$ cat src/rtl/cdb_pkg.sv
// Shared types and constants for the Common Data Bus transmitter.
// cdb_msg_t is the default payload carried from a functional unit to the CDB.
package cdb_pkg;

  localparam int CDB_TAG_W  = 5;
  localparam int CDB_DATA_W = 32;

  typedef struct packed {
    logic [CDB_TAG_W-1:0]  tag;
    logic [CDB_DATA_W-1:0] value;
  } cdb_msg_t;

  // ROB tag 0 means "no dependency" and must never be broadcast
  localparam logic [CDB_TAG_W-1:0] TAG_NONE = '0;

endpackage

$ cat src/rtl/cdb_src_fifo.sv
// Per-source result queue: DEPTH-entry FIFO with combinational head,
// synchronous flush clear and asynchronous reset.
module cdb_src_fifo
  import cdb_pkg::*;
#(
  parameter int  DEPTH = 2,
  parameter type msg_t = cdb_msg_t
) (
  input  logic                     clk,
  input  logic                     rst,
  input  logic                     flush,
  input  logic                     push,
  input  msg_t                     push_msg,
  input  logic                     pop,
  output msg_t                     head,
  output logic [$clog2(DEPTH):0]   count
);

  localparam int PTR_W = $clog2(DEPTH);
  localparam int CNT_W = PTR_W + 1;

  msg_t             mem [DEPTH];
  logic [PTR_W-1:0] wr_ptr_reg, rd_ptr_reg;
  logic [CNT_W-1:0] count_reg, count_next;
  logic             full, empty, do_push, do_pop;

  assign full    = (count_reg == CNT_W'(DEPTH));
  assign empty   = (count_reg == '0);
  assign do_push = push && !full && !flush;
  assign do_pop  = pop && !empty && !flush;

  always_comb begin
    count_next = count_reg;
    case ({do_push, do_pop})
      2'b10:   count_next = count_reg + CNT_W'(1);
      2'b01:   count_next = count_reg - CNT_W'(1);
      default: count_next = count_reg;
    endcase
  end

  // Pointers wrap naturally because DEPTH is a power of two
  always_ff @(posedge clk or posedge rst) begin
    if (rst) begin
      wr_ptr_reg <= '0;
      rd_ptr_reg <= '0;
      count_reg  <= '0;
    end else if (flush) begin
      wr_ptr_reg <= '0;
      rd_ptr_reg <= '0;
      count_reg  <= '0;
    end else begin
      if (do_push) wr_ptr_reg <= wr_ptr_reg + PTR_W'(1);
      if (do_pop)  rd_ptr_reg <= rd_ptr_reg + PTR_W'(1);
      count_reg <= count_next;
    end
  end

  always_ff @(posedge clk) begin
    if (do_push) mem[wr_ptr_reg] <= push_msg;
  end

  assign head  = mem[rd_ptr_reg];
  assign count = count_reg;

endmodule

$ cat src/rtl/cdb_arbiter.sv
// CDB transmitter: queues FU results per source, picks one per cycle by
// round-robin and broadcasts it from registers.
module cdb_arbiter
  import cdb_pkg::*;
#(
  parameter int NUM_SRC = 4,
  parameter int DEPTH   = 2,
  parameter int TAG_W   = CDB_TAG_W,
  parameter int DATA_W  = CDB_DATA_W
) (
  input  logic                        clk,
  input  logic                        rst,
  input  logic                        flush,
  input  logic [NUM_SRC-1:0]          fu_valid,
  input  logic [NUM_SRC*TAG_W-1:0]    fu_tag,
  input  logic [NUM_SRC*DATA_W-1:0]   fu_value,
  output logic [NUM_SRC-1:0]          fu_ready,
  output logic                        cdb_valid,
  output logic [TAG_W-1:0]            cdb_tag,
  output logic [DATA_W-1:0]           cdb_value,
  output logic [$clog2(NUM_SRC)-1:0]  cdb_src,
  output logic                        err_tag0
);

  localparam int SRC_W = $clog2(NUM_SRC);
  localparam int CNT_W = $clog2(DEPTH) + 1;

  typedef struct packed {
    logic [TAG_W-1:0]  tag;
    logic [DATA_W-1:0] value;
  } msg_t;

  msg_t               head [NUM_SRC];
  logic [CNT_W-1:0]   count [NUM_SRC];
  logic [NUM_SRC-1:0] push, pop, nonempty, tag0_hit;

  logic               grant_valid;
  logic [SRC_W-1:0]   grant_idx;
  logic [SRC_W-1:0]   rr_ptr_reg, rr_ptr_next;

  logic               cdb_valid_reg;
  logic [TAG_W-1:0]   cdb_tag_reg;
  logic [DATA_W-1:0]  cdb_value_reg;
  logic [SRC_W-1:0]   cdb_src_reg;
  logic               err_tag0_reg;

  genvar gi;
  generate
    for (gi = 0; gi < NUM_SRC; gi++) begin : g_src
      logic [TAG_W-1:0] src_tag;
      logic             accept;
      msg_t             src_msg;

      assign src_tag       = fu_tag[gi*TAG_W +: TAG_W];
      assign src_msg.tag   = src_tag;
      assign src_msg.value = fu_value[gi*DATA_W +: DATA_W];

      // Ready reflects stored occupancy only, so a full queue stalls its source
      assign fu_ready[gi] = (count[gi] < CNT_W'(DEPTH));
      assign nonempty[gi] = (count[gi] != '0);
      assign accept       = fu_valid[gi] && fu_ready[gi] && !flush;
      assign push[gi]     = accept && (src_tag != TAG_W'(TAG_NONE));
      assign tag0_hit[gi] = accept && (src_tag == TAG_W'(TAG_NONE));
      assign pop[gi]      = grant_valid && (grant_idx == SRC_W'(gi));

      cdb_src_fifo #(
        .DEPTH (DEPTH),
        .msg_t (msg_t)
      ) u_fifo (
        .clk      (clk),
        .rst      (rst),
        .flush    (flush),
        .push     (push[gi]),
        .push_msg (src_msg),
        .pop      (pop[gi]),
        .head     (head[gi]),
        .count    (count[gi])
      );
    end
  endgenerate

  // First non-empty queue at or after rr_ptr, wrapping
  always_comb begin
    int               idx;
    logic [SRC_W-1:0] cand;
    grant_valid = 1'b0;
    grant_idx   = '0;
    idx         = 0;
    cand        = '0;
    for (int k = 0; k < NUM_SRC; k++) begin
      idx = int'(rr_ptr_reg) + k;
      if (idx >= NUM_SRC) idx = idx - NUM_SRC;
      cand = SRC_W'(idx);
      if (!grant_valid && nonempty[cand]) begin
        grant_valid = 1'b1;
        grant_idx   = cand;
      end
    end
    if (flush) grant_valid = 1'b0;
  end

  always_comb begin
    rr_ptr_next = rr_ptr_reg;
    if (flush) begin
      rr_ptr_next = '0;
    end else if (grant_valid) begin
      if (grant_idx == SRC_W'(NUM_SRC - 1)) rr_ptr_next = '0;
      else                                  rr_ptr_next = grant_idx + SRC_W'(1);
    end
  end

  always_ff @(posedge clk or posedge rst) begin
    if (rst) begin
      rr_ptr_reg    <= '0;
      cdb_valid_reg <= 1'b0;
      cdb_tag_reg   <= '0;
      cdb_value_reg <= '0;
      cdb_src_reg   <= '0;
      err_tag0_reg  <= 1'b0;
    end else begin
      rr_ptr_reg <= rr_ptr_next;
      if (|tag0_hit) err_tag0_reg <= 1'b1;
      if (grant_valid) begin
        cdb_valid_reg <= 1'b1;
        cdb_tag_reg   <= head[grant_idx].tag;
        cdb_value_reg <= head[grant_idx].value;
        cdb_src_reg   <= grant_idx;
      end else begin
        // payload holds its last value when idle
        cdb_valid_reg <= 1'b0;
      end
    end
  end

  assign cdb_valid = cdb_valid_reg;
  assign cdb_tag   = cdb_tag_reg;
  assign cdb_value = cdb_value_reg;
  assign cdb_src   = cdb_src_reg;
  assign err_tag0  = err_tag0_reg;

endmodule

$ cat config.mk
export PLATFORM = sky130hd
export DESIGN_NAME = cdb_arbiter
export DESIGN_NICKNAME = d
export VERILOG_FILES = /design/src/rtl/cdb_pkg.sv /design/src/rtl/cdb_src_fifo.sv /design/src/rtl/cdb_arbiter.sv
export SDC_FILE = /design/constraint.sdc
export NUM_CORES = 1
export LEC_CHECK = 0
export BUFFER_PORTS_ARGS = -buffer_cell sky130_fd_sc_hd__buf_4
export CELL_PAD_IN_SITES_DETAIL_PLACEMENT = 1
export CELL_PAD_IN_SITES_GLOBAL_PLACEMENT = 1
export CORE_UTILIZATION = 42
export CTS_BUF_LIST = sky130_fd_sc_hd__clkbuf_4 sky130_fd_sc_hd__clkbuf_8
export DETAILED_ROUTE_END_ITERATION = 8
export PLACE_DENSITY_LB_ADDON = 0.1
export SLEW_MARGIN = 15
export SYNTH_ARGS = -nofsm -noshare
export SYNTH_HDL_FRONTEND = slang
export SYNTH_SLANG_ARGS = --single-unit
export TNS_END_PERCENT = 50
$ cat constraint.sdc
create_clock -name clk -period 6 [get_ports clk]
set_input_delay 0.9 -clock clk [delete_from_list [all_inputs] [get_ports clk]]
set_output_delay 0.9 -clock clk [all_outputs]
set_load 0.1 [all_outputs]
==> results.txt, run 1 <==
# rows - 66
Part of the Yosys area used for sequential elements - 73.0%
Worst reg-to-reg setup slack - 2.15 ns
Critical path arrival - 4.30 ns
CP Class - flop to flop
Final Skew - 0.0210 ns
Layout cells sized above 1 - 30.3%
Vias in the first global route - 8879
Final Max Tran Viols - 0
Min Tclk post-route - 3.85 ns
Post-synth cell types - 42
FF+latch count, synth - 355
Final hold viol count - 0
Pint - 5.13 mW
First-pass GRT wire length - 54200 um
Boundary pin count - 200
Clk sinks - 355
Crit. End Element - flop
Power Dens Cells - 476 mW/mm^2
Hold buffer count at cts - 0
Worst path cell trace - o21a_1 > o21ai_1 > nand3_4 > clkinv_2 > buf_4 > ha_1 > nand3_1 > o21ai_0 > xor2_1 > nor2_1
Die area - 0.0345 sq mm
Mapped Avg Cell Area - 16.6 sq um
Post-route DRC - 0
Post-Route Setup TNS - 0 ns
Switching power - 3.19 mW
Antenna viol nets, final - 0
Clock Latency Late Sink - 0.58 ns
Largest net degree at the start of global routing - 60
Leak - 6.55 nW
Crit-path max FO - 39
Synth area leader - edfxtp_1
Crit-path slowest cell - clkinv_2
Layout Area Growth over Synthesis - 23.2%
Hpwl dp - 23400 um
Max Cap Viol - 0
Crit share post-route - 64.1%
Cells after synthesis - 854
Initial antenna violation count - 0
Fmax - 260 MHz
IO Port Bufs - 199
Clock Power Share - 26.5%
TritonCTS clock tree - yes
Total GRT Usage - 21.6%
Post-CTS Resized - 0
Largest stage delay on the critical path - 0.76 ns
Min-delay worst type - flop to flop
DIE WIDTH - 186 um
Multi-input logic area - 0.00365 sq mm
Root Buffer - clkbuf_8
Final Worst Setup Slack - 2.15 ns
RSZ-0062 raised after global routing - false
Combinational Power Share - 35.7%
Synth warnings - 0
Die Y - 186 um
Starting Density - 43.2%
Grt ovf - 0
Syn Nets - 1010
Design Area, Final - 0.0175 sq mm
Max reg flops - 296
1st-iter DRT viols - 406
Part of the power in registers - 37.9%
Setup violators final - 0
Postcts setup bufs - 0
First drt pass iteration count - 4
Filler Cells Inserted - 3231
WL final - 36800 um
Dpl ws - 2.11 ns
Required @ worst endpoint - 6.46 ns
Worst vdd ir - 0.000266 V
Synth Cell Area - 0.0142 sq mm
Sw frac - 38.4%
Slew HR - 23.4%
Area post-placement - 0.0162 sq mm
Core Region - 0.0329 sq mm
Status - completed
CTS buffer count - 58
Top cell type's share of synthesized area - 62.6%
DR vias/cell - 5.16
GPL Wtd Cong - 0.816
Drt wl/cell - 23.3 um
Critical path launch point type - flop
Total area of sequential cells - 0.0104 sq mm
Worst-Margin Slew - 1.15 ns
H-tree depth - 2
Clock tree buffer depth - 3
Worst-path clk slew - 0.06 ns
Top post-synthesis cells by area - edfxtp_1 (63%), mux2i_1 (18%), dfrtp_1 (10%)
Final core utilization - 53.2%
Fin nets - 1244
Vias - 8149
==> power by group through the flow <==
stage	Sequential (mW)	Clock, mW	Combinational (mW)
2_1_floorplan	4.06	0	1.34
3_3_place_gp	3.20	0	2.95
3_5_place_dp	3.20	0	3.00
4_1_cts	3.16	2.25	3.01
5_1_grt	3.18	2.35	3.14
6_report	3.15	2.20	2.97
==> critical path, delay by kind of cell (launching register included) <==
| family | cells | cell delay [ns] |
|---|---|---|
| AOI/OAI and AO/OA | 3 | 0.57 |
| and+or+nand+nor | 3 | 0.83 |
| xor gates and xnor gates | 1 | 0.17 |
| DFF | 1 | 0.48 |
| adders and majority gates | 1 | 0.33 |
| buffers and inverters | 2 | 1.28 |
==> cell families after synthesis <==
group | synth area share [%]
flops | 73.0
mux | 18.4
simple gates | 3.26
compound gates | 2.89
buf+inv | 1.67
xor+xnor | 0.617
fa+ha+maj | 0.0882
==> per-layer routing <==
| metal | vias up | wire [um] | track usage, % |
|---|---|---|---|
| met5 | - | 0 | 0 |
| met4 | 0 | 787 | 6.07 |
| met3 | 62 | 1590 | 3.87 |
| met2 | 210 | 17900 | 36.4 |
| met1 | 4144 | 16500 | 28.6 |
| li1 | 3733 | - | - |
==> final timing paths <==
| check | endpoint | depth (start not counted) | startpoint |
|---|---|---|---|
| worst min-delay path | err_tag0$_DFFE_PP0P_ | 1 | err_tag0$_DFFE_PP0P_ |
| worst max register to register | g_src[1].u_fifo.count[0]$_DFFE_PP0P_ | 10 | g_src[0].u_fifo.count[1]$_DFFE_PP0P_ |
| max in group asynchronous | g_src[0].u_fifo.rd_ptr_reg$_DFFE_PP0P_ | 3 | rst |
| min in group asynchronous | err_tag0$_DFFE_PP0P_ | 3 | rst |
| worst min register to register | err_tag0$_DFFE_PP0P_ | 1 | err_tag0$_DFFE_PP0P_ |
| worst max-delay path | g_src[1].u_fifo.count[0]$_DFFE_PP0P_ | 10 | g_src[0].u_fifo.count[1]$_DFFE_PP0P_ |
==> layout by cell type (no fill, tap or decap), types with 6 or more instances in the layout <==
cell	synthesis	layout
edfxtp_1	296	296
mux2i_1	259	259
buf_4	6	216
clkbuf_8	0	72
nor2_1	64	62
dfrtp_1	59	55
a21oi_1	46	46
clkbuf_4	0	31
nand2_1	9	9
o21ai_0	9	9
inv_1	9	8
nor3_1	7	6
==> cells in the mapped netlist, drive strengths merged <==
cell type / instances
edfxtp: 296
mux2i: 259
nor2: 64
dfrtp: 59
a21oi: 46
buf: 24
clkbuf: 18
inv: 11
o21ai: 10
nand2: 9
nor3: 7
nand3: 5
xnor2: 5
xor2: 5
nor4: 4
or4: 4
a211oi: 3
and2: 3
a31oi: 2
mux2: 2
nand2b: 2
nor3b: 2
o21a: 2
o21bai: 2
a21boi: 1
a221oi: 1
a311oi: 1
a31o: 1
ha: 1
o221ai: 1
o22a: 1
o32ai: 1
or2: 1
or3: 1
==> per-stage QoR <==
stage          total power [mW]  hold WS, ns  std cells
6_report                   8.32        0.483       1578
5_1_grt                    8.67        0.459       1577
4_1_cts                    8.42        0.462       1577
3_5_place_dp               6.21        0.468       1470
3_3_place_gp               6.14        0.466       1470
2_1_floorplan              5.39        0.519        854
==> layout make-up <==
class	instances	share of cell area, %
flip-flops and latches	355	59.3
multi-input cells	446	20.9
repair buffers	216	9.27
clock buffers	103	7.00
well taps	442	3.16
inverters	11	0.250
clock inverters	4	0.122
diodes	1	0.0143
(Power assumes the default switching activity.)
==> run 2: changes to the inputs <==
--- a/config.mk
+++ b/config.mk
@@ -5,6 +5,7 @@
 export SDC_FILE = /design/constraint.sdc
 export NUM_CORES = 1
 export LEC_CHECK = 0
+export ABC_AREA = 1
 export BUFFER_PORTS_ARGS = -buffer_cell sky130_fd_sc_hd__buf_4
 export CELL_PAD_IN_SITES_DETAIL_PLACEMENT = 1
 export CELL_PAD_IN_SITES_GLOBAL_PLACEMENT = 1
==> constraint.sdc (replaced) <==
create_clock -name clk -period 3.9 [get_ports clk]
set_input_delay 0.585 -clock clk [delete_from_list [all_inputs] [get_ports clk]]
set_output_delay 0.585 -clock clk [all_outputs]
set_load 0.1 [all_outputs]
==> run 2 against run 1 <==
Largest cell class unchanged. Global-route usage increased by 0.41 points. Final area rose by 1.9%. Total power is 90% higher. Sequential share of layout area shrank 1.1 points. Critical path depth grew 4. Largest power group is now combinational cells.
==> results.txt, run 2 <==
Design Area, Final - 0.0178 sq mm (+1.9%)
Largest net degree at the start of global routing - 60 (unchanged)
First drt pass iteration count - 4 (unchanged)
Final hold viol count - 0 (unchanged)
Layout Area Growth over Synthesis - 21.7%
Clock Power Share - 19.9% (-6.6 points)
Root Buffer - clkbuf_8
Required @ worst endpoint - 4.41 ns (-2.05 ns)
Filler Cells Inserted - 3636 (+13%)
Leak - 7.13 nW (+9.0%)
Worst-Margin Slew - 1.10 ns (-0.0508 ns)
Syn Nets - 1365 (+35%)
Final core utilization - 51.7% (-1.5 points)
Crit share post-route - 74.5% (+10 points)
Switching power - 7.53 mW (+140%)
Status - completed
Part of the power in registers - 32.4% (-5.5 points)
Die area - 0.0356 sq mm (+3.2%)
Synth area leader - edfxtp_1
CP Class - flop to flop
Ys async rst share - 16.6% (unchanged)
IO Port Bufs - 199 (unchanged)
Multi-input logic area - 0.00395 sq mm (+8.1%)
Fmax - 344 MHz (+32%)
Worst-path clk slew - 0.06 ns (about the same)
Combinational Power Share - 47.8% (+12 points)
Worst reg-to-reg setup slack - 1.0 ns (-1.16 ns)
Sw frac - 47.6% (+9.2 points)
Power Dens Cells - 888 mW/mm^2 (+87%)
Commonest non-fill, non-tap cell in the layout - nand2_1
Clk sinks - 355 (unchanged)
Antenna viol nets, final - 0 (unchanged)
Post-CTS Resized - 0 (unchanged)
Vias in the first global route - 10300 (+16%)
Setup violators final - 0 (unchanged)
Mapped Avg Cell Area - 12.1 sq um (-27%)
Antenna diodes - 0 (-1)
Pint - 8.30 mW (+62%)
Slew HR - 26.8% (+3.4 points)
Synth Flop Type - edfxtp_1
Max reg flops - 296 (unchanged)
Hold WS - 0.127 ns (-0.356 ns)
Crit. End Element - flop
# rows - 68 (+3.0%)
Min-delay worst type - primary input to flop
Post-synth EDFFs - 296 (unchanged)
H-tree depth - 2 (unchanged)
Synth Cell Area - 0.0146 sq mm (+3.2%)
Grt ovf - 0 (unchanged)
Critical path arrival - 3.42 ns (-0.88 ns)
Cells after synthesis - 1209 (+42%)
Most common cell in the netlist - nand2_1
DIE WIDTH - 189 um (+1.6%)
Hpwl dp - 26000 um (+11%)
Layout cells sized above 1 - 23.3% (-7.0 points)
Post-synth top cells - nand2_1 (466), edfxtp_1 (296), mux2i_1 (111)
RSZ-0062 raised after global routing - false
Core Region - 0.0345 sq mm (+4.8%)
Final Skew - 0.0241 ns (+0.00310 ns)
Boundary pin count - 200 (unchanged)
First-pass GRT wire length - 58700 um (+8.5%)
Post-synth cell types - 38 (-9.5%)
Starting Density - 42.5% (-0.67 points)
Final Worst Setup Slack - 0.996 ns (-1.16 ns)
1st-iter DRT viols - 497 (+22%)
Initial antenna violation count - 0 (unchanged)
Post-Route Setup TNS - 0 ns (unchanged)
Postcts setup bufs - 0 (unchanged)
Area post-placement - 0.0167 sq mm (+2.8%)
Worst vdd ir - 0.00104 V (+290%)
Vias - 9743 (+20%)
Die Y - 189 um (+1.6%)
Final Max Tran Viols - 0 (unchanged)
Total GRT Usage - 22.0% (+0.41 points)
Hold buffer count at cts - 0 (unchanged)
Crit-path max FO - 32 (-18%)
WL final - 38800 um (+5.6%)
Critical path launch point type - flop
GPL Wtd Cong - 0.833 (+2.1%)
CTS buffer count - 59 (+1.7%)
Total area of sequential cells - 0.0104 sq mm (about the same)
Top cell type's share of synthesized area - 60.7% (-1.9 points)
Part of the Yosys area used for sequential elements - 70.8% (-2.3 points)
Drt wl/cell - 20.0 um (-14%)
Clock Latency Late Sink - 0.64 ns (+0.06 ns)
Commonest non-fill, non-tap cells in the layout - nand2_1 (466), edfxtp_1 (296), buf_4 (220), mux2i_1 (111), clkbuf_8 (60)
Clock tree buffer depth - 3 (unchanged)
TritonCTS clock tree - yes
Dpl ws - 0.998 ns (-1.11 ns)
Post-route DRC - 0 (unchanged)
Max Cap Viol - 0 (unchanged)
Min Tclk post-route - 2.90 ns (-0.942 ns)
Fin nets - 1589 (+28%)
DR vias/cell - 5.03 (-2.6%)
FF+latch count, synth - 355 (unchanged)
Top post-synthesis cells by area - edfxtp_1 (61%), nand2_1 (12%), dfrtp_1 (10%)
Synth warnings - 0 (unchanged)
==> run 2: cell families (layout without fill, tap and decap cells) <==
| group | after synthesis | after routing | synth area share, % |
|---|---|---|---|
| simple gates | 593 | 593 | 16.4 |
| flops | 355 | 355 | 70.8 |
| mux | 111 | 111 | 7.59 |
| buf+inv | 86 | 360 | 2.76 |
| compound gates | 60 | 60 | 2.23 |
| xor+xnor | 3 | 3 | 0.179 |
| fa+ha+maj | 1 | 1 | 0.0854 |
==> run 2: final cells by class <==
class                   count  area share (%)
multi-input cells         768            22.2
repair buffers            223            9.60
flip-flops and latches    355            58.2
well taps                 455            3.19
clock buffers              86            5.73
inverters                  26           0.547
clock inverters            25           0.611
==> run 2: layer usage <==
| layer | up-vias | global-route usage (%) | share of wire (%) |
|---|---|---|---|
| met4 | 0 | 7.35 | 2.1 |
| met5 | - | 0 | 0 |
| li1 | 4629 | - | - |
| met2 | 236 | 38.4 | 51 |
| met3 | 59 | 3.84 | 4.4 |
| met1 | 4819 | 27.6 | 42 |
==> run 2: metrics by stage <==
stage               std cells  power, mW
finish                   1938       15.8
global route             1938       16.8
CTS                      1938       16.1
detailed placement       1827       12.9
global placement         1827       12.8
floorplan                1209       10.5
==> run 2: path summary, 6_finish.rpt <==
path | cells after the start | end | startpoint
setup / recovery | 14 | g_src[0].u_fifo.count[0]$_DFFE_PP0P_ | rr_ptr_reg[0]$_DFFE_PP0P_
hold / removal | 1 | g_src[2].u_fifo.mem[1][11]$_DFFE_PP_ | fu_value[75]
setup reg to reg | 14 | g_src[0].u_fifo.count[0]$_DFFE_PP0P_ | rr_ptr_reg[0]$_DFFE_PP0P_
hold reg to reg | 2 | cdb_tag[2]$_DFFE_PP0N_ | cdb_tag[2]$_DFFE_PP0N_
max in group asynchronous | 3 | g_src[0].u_fifo.rd_ptr_reg$_DFFE_PP0P_ | rst
min in group asynchronous | 2 | cdb_value[19]$_DFFE_PP0N_ | rst
==> run 2: worst max-delay path, cell delays in order, from the launching register on <==
cell and delay [ns]:
dfrtp_1 0.60, inv_2 0.17, nand2_1 0.12, nand2_1 0.11
nand2_1 0.10, nand2_2 0.10, nand3_1 0.13, nor2_1 0.08
nor2_4 0.31, buf_4 0.47, nand3_1 0.22, nand2_1 0.16
nand3_1 0.08, nand2_1 0.07, nand2_1 0.05
==> run 2: power by group through the flow <==
stage	registers (mW)	logic (mW)	clock network [mW]
6_report	5.12	7.56	3.14
5_1_grt	5.18	8.26	3.38
4_1_cts	5.13	7.73	3.24
3_5_place_dp	5.19	7.70	0
3_3_place_gp	5.19	7.57	0
2_1_floorplan	6.41	4.10	0
